==> src/rtl/tag_matcher.sv <==
// Collects one trigger tag from every masked TagFIFO board and presents it with per-tag status.
// Latency: popOut one cycle after all masked boards are ready, tagValid two cycles later; held until tagAccept.
module tag_matcher #(
   parameter int NB      = 8,
   parameter int TIMEOUT = 255
) (
   input  logic            Clock,
   input  logic            Reset,
   input  logic [NB-1:0]   notEmpty,
   input  logic [2*NB-1:0] tagIn,
   input  logic [NB-1:0]   overFlow,
   input  logic [NB-1:0]   boardMask,
   output logic [NB-1:0]   popOut,
   output logic            tagValid,
   output logic [1:0]      tagOut,
   input  logic            tagAccept,
   output logic            errMismatch,
   output logic            errSequence,
   output logic            errTimeout,
   output logic            errOverflow,
   output logic [NB-1:0]   missing
);

   typedef enum logic [1:0] {WAIT, POP, LATCH, PRESENT} state_t;

   localparam logic [7:0] timeoutCnt = 8'(TIMEOUT);

   state_t        state;
   logic [NB-1:0] popSet;
   logic [NB-1:0] maskReg;
   logic [NB-1:0] ready;
   logic [7:0]    counter;
   logic [1:0]    expTag;
   logic [1:0]    refTag;
   logic          timeoutFlag;
   logic          anyDiff;

   assign ready = notEmpty & boardMask;

   // Reference tag comes from the lowest-index popped board.
   always_comb begin
      refTag = 2'd0;
      for (int i = NB - 1; i >= 0; i--) begin
         if (popSet[i]) refTag = tagIn[2*i +: 2];
      end
      anyDiff = 1'b0;
      for (int i = 0; i < NB; i++) begin
         if (popSet[i] && (tagIn[2*i +: 2] != refTag)) anyDiff = 1'b1;
      end
   end

   always_ff @(posedge Clock or posedge Reset) begin
      if (Reset) begin
         state       <= WAIT;
         popOut      <= '0;
         popSet      <= '0;
         maskReg     <= '0;
         counter     <= 8'd0;
         expTag      <= 2'd0;
         timeoutFlag <= 1'b0;
         tagValid    <= 1'b0;
         tagOut      <= 2'd0;
         errMismatch <= 1'b0;
         errSequence <= 1'b0;
         errTimeout  <= 1'b0;
         errOverflow <= 1'b0;
         missing     <= '0;
      end else begin
         if ((overFlow & boardMask) != '0) errOverflow <= 1'b1;

         case (state)
            WAIT: begin
               maskReg <= boardMask;
               if (boardMask == '0 || ready == '0) begin
                  counter <= 8'd0;
               end else if (ready == boardMask) begin
                  popSet  <= boardMask;
                  popOut  <= boardMask;
                  counter <= 8'd0;
                  state   <= POP;
               end else if (counter == timeoutCnt) begin
                  // Give up on the stragglers and take what has arrived.
                  popSet      <= ready;
                  popOut      <= ready;
                  timeoutFlag <= 1'b1;
                  counter     <= 8'd0;
                  state       <= POP;
               end else begin
                  counter <= counter + 8'd1;
               end
            end
            POP: begin
               popOut <= '0;
               state  <= LATCH;
            end
            LATCH: begin
               tagOut      <= refTag;
               errMismatch <= anyDiff;
               missing     <= maskReg & ~popSet;
               errSequence <= (refTag != expTag);
               expTag      <= 2'(refTag + 2'd1);
               errTimeout  <= timeoutFlag;
               tagValid    <= 1'b1;
               state       <= PRESENT;
            end
            PRESENT: begin
               if (tagAccept) begin
                  tagValid    <= 1'b0;
                  timeoutFlag <= 1'b0;
                  state       <= WAIT;
               end
            end
            default: state <= WAIT;
         endcase
      end
   end

endmodule

==> config.mk <==
export PLATFORM = sky130hd
export DESIGN_NAME = tag_matcher
export DESIGN_NICKNAME = d
export VERILOG_FILES = /design/src/rtl/tag_matcher.sv
export SDC_FILE = /design/constraint.sdc
export NUM_CORES = 1
export LEC_CHECK = 0
export CORE_MARGIN = 3
export CORE_UTILIZATION = 68
export DETAILED_ROUTE_END_ITERATION = 6
export DONT_BUFFER_PORTS = 1
export GPL_ROUTABILITY_DRIVEN = 0
export PLACE_DENSITY = 0.84
export SLEW_MARGIN = 25
export SYNTH_ARGS = -nofsm -noshare
export SYNTH_HDL_FRONTEND = slang
export SYNTH_SLANG_ARGS = --single-unit
==> constraint.sdc <==
create_clock -name Clock -period 4.34 [get_ports Clock]
set_input_delay 0.651 -clock Clock [delete_from_list [all_inputs] [get_ports Clock]]
set_output_delay 0.651 -clock Clock [all_outputs]
set_load 0.01 [all_outputs]
==> impl_metrics.py <==
metrics = {
    "timing": {
        "period_share_pct": 54.2,
        "relSlewSlack_pct": 43.2,
        "max_freq_mhz": 425,
        "finalHoldViolations": 0,
        "worst_slew_pin_slew_ns": 0.851,
        "final.min_clock_period_ns": 2.35,
        "setup_viol": 0,
        "report.final.slew_viol_count": 0,
        "hold_ws_ns": 0.375,
        "finalClockSkew_ns": 0.00714,
        "rsz0062_at_grt": "false",
        "tns_ns": 0,
    },
    "power_and_ir_drop": {
        "combPwrFrac_pct": 39.2,
        "intPower_mw": 1.12,
        "p_switching_mw": 0.707,
        "swShare_pct": 38.7,
        "power_density_nw_per_um2": 645,
        "ir_drop_mv": 0.348,
        "p_clk_share_pct": 15.0,
        "seqPwrFrac_pct": 45.8,
        "p_leak_nw": 1.27,
    },
    "cts": {
        "clk_latency_ns": 0.30,
        "hold_buffers": 0,
        "post_cts_buffers": 0,
        "path_clk_slew_ns": 0.09,
        "htree_num_levels": 2,
        "cts_tree": "yes",
        "cts_sinks": 52,
        "cts-root-buf": "clkbuf_8",
        "clockBufferDepth": 2,
        "cts_buffers": 5,
        "ctsResizeCount": 0,
    },
    "finish": {
        "finalNonFillerCells": 311,
        "syn2layout_area_growth_pct": 3.95,
        "drive_above_1_share_pct": 14.4,
        "layout.nets": 311,
        "final_common_cell": "dfrtp_1",
        "num_antenna_cells": 0,
        "final_cell_area_sq_um": 2830,
        "final_cell_mix": "52 x dfrtp_1, 25 x inv_1, 19 x nand2_1",
    },
    "yosys": {
        "synth_ff_type": "dfrtp_1",
        "synth_top_area_share_pct": 47.8,
        "netlist_instances": 263,
        "synthAdderAreaFrac_pct": 2.76,
        "synth_cell_types": 54,
        "yosys_warnings": 0,
        "ys_top_cells_by_area": "dfrtp_1 48%, mux2_2 3.7%, inv_1 3.6%, ha_1 2.8%, nand2_1 2.6%",
        "synth_mux_area_share_pct": 4.87,
        "synth-edff-count": 0,
        "synth_nets": 312,
        "synth_area_leader_cell": "dfrtp_1",
        "yosys.area_share.simple_pct": 14.5,
        "syn_avg_cell_area_sq_um": 10.4,
        "synthXorXnorAreaFrac_pct": 1.29,
        "synth-seq-cells": 52,
        "syn_area_sq_um": 2720,
        "async_flop_share_pct": 100,
        "synth_top_family_by_area": "compound AO/OA/AOI/OAI gates",
        "ys_seq_area_share_pct": 47.8,
        "synth_compound_area_share_pct": 23.5,
    },
    "global_route": {
        "antenna_found_initial": 0,
        "grt_pass1_wl_mm": 9.80,
        "grt_usage_pct": 25.4,
        "grt_pass1_vias": 2021,
        "grt_remaining_overflow": 0,
        "grt_max_degree": 53,
    },
    "drt": {
        "wl_mm": 5.97,
        "drt_iter0_drc": 163,
        "via_per_inst": 6.57,
        "ant_nets": 0,
        "drt_drc_violations_left": 0,
        "wire_per_inst_microns": 19.2,
        "drt_pass1_iterations": 4,
        "vias": 2043,
    },
    "place": {
        "dp_hpwl_mm": 4.57,
        "portBuffers": 0,
        "post_dp_cell_area_sq_um": 2740,
        "dp_cells": 303,
    },
    "critical_path": {
        "arrival_ns": 2.58,
        "critPathCaptureType": "register",
        "crit_chain": "inv_1, ha_1, o21ai_2, or3_1, o21a_1, o22ai_2",
        "cpLargestDelayFamily": "compound AO/OA/AOI/OAI gates",
        "crit_slowest_cell": "ha_1",
        "r2r_start": "state[0]",
        "worstSetupPathType": "reg -> reg",
        "crit_fanout": 16,
        "crit_required_ns": 4.57,
        "ff2ff_path_depth": 6,
        "path_buf_inv": 1,
        "regToRegSetupSlack_ns": 1.99,
        "critPathMaxStageDelay_ns": 0.57,
        "r2r_end": "counter[4]",
        "start_kind": "register",
    },
    "flow_run": {
        "drv_cap": 0,
    },
    "floorplan": {
        "initial_core_util_pct": 72.2,
        "die_height_microns": 69.3,
        "rows": 22,
        "die-area_sq_um": 4800,
        "core_sq_um": 3770,
        "die_w_microns": 69.3,
        "io_pins": 66,
    },
    "status": {
        "status": "finished, final reports clean",
    },
    "min_path": {
        "hp-class": "in -> async",
    },
}
==> worst max path at each step <==
stage | startpoint | end | slack (ns) | cells after the start
after floorplan | counter[0] | counter[4] | 2.29 | 9
after global placement | state[0] | counter[4] | 2.03 | 6
after detailed placement | state[0] | counter[4] | 2.00 | 6
after CTS | state[0] | popOut[7] | 1.99 | 6
after global routing | state[0] | counter[2] | 1.83 | 6
final | state[0] | counter[4] | 1.99 | 6
==> registers in the layout (all words and copies together), names as in the netlist, 2 cells and up <==
| name | count |
|---|---|
| maskReg | 8 |
| missing | 8 |
| popOut | 8 |
| state | 2 |
| expTag | 2 |
| counter | 8 |
| tagOut | 2 |
| popSet | 8 |
==> synthesized netlist by cell type (4+ instances only) <==
cell type / count
nand2_1: 19
nor2b_1: 9
o22ai_1: 9
mux2_2: 9
o21ai_0: 13
a31o_2: 8
nor3b_1: 4
a21oi_1: 9
a32o_1: 6
clkbuf_1: 4
inv_1: 26
nor2_1: 9
a22oi_1: 6
ha_1: 6
a21o_1: 5
nand3_1: 10
dfrtp_1: 52
==> kinds of logic after synthesis <==
logic type                 after synthesis
adders and majority gates                6
buffers and inverters                   34
muxes                                   12
and+or+nand+nor                         70
DFF                                     52
AOI/OAI and AO/OA                       85
xor gates and xnor gates                 4
==> metal layers <==
layer,vias up,track usage [%],wire length (microns)
met5,-,0,0
met4,0,7.16,98
met3,12,10.1,693
met2,102,38.3,2730
met1,961,33.9,2450
li1,968,-,-
==> power groups by stage <==
| stage | Combinational, mW | Clock, mW | Sequential, mW |
|---|---|---|---|
| final | 0.716 | 0.273 | 0.836 |
| after global routing | 0.799 | 0.302 | 0.860 |
| after CTS | 0.718 | 0.279 | 0.833 |
| after detailed placement | 0.714 | 0 | 0.843 |
| after global placement | 0.689 | 0 | 0.832 |
| after floorplan | 0.610 | 0 | 0.789 |
==> worst reg2reg max path, cell delays in order (launching register included) <==
cell and delay (ns):
dfrtp_1 0.40, inv_1 0.13, ha_1 0.57, o21ai_2 0.24, or3_1 0.57, o21a_1 0.23
o22ai_2 0.12
==> final cells by class <==
| cell class | instances | area, sq um |
|---|---|---|
| clock buffers | 8 | 90.1 |
| inverters | 26 | 98.8 |
| multi-input cells | 177 | 1280 |
| well taps | 48 | 60.1 |
| flip-flops and latches | 52 | 1300 |
| fillers | 274 | 940 |
==> stage by stage <==
stage	power [mW]	utilization [%]	worst slack (ns)
floorplan	1.40	-	2.29
CTS	1.83	75.0	1.99
detailed placement	1.56	72.6	2.00
global route	1.96	75.1	1.83
global placement	1.52	72.6	2.03
finish	1.83	75.1	1.99
Power figures use the tool's default switching activity.
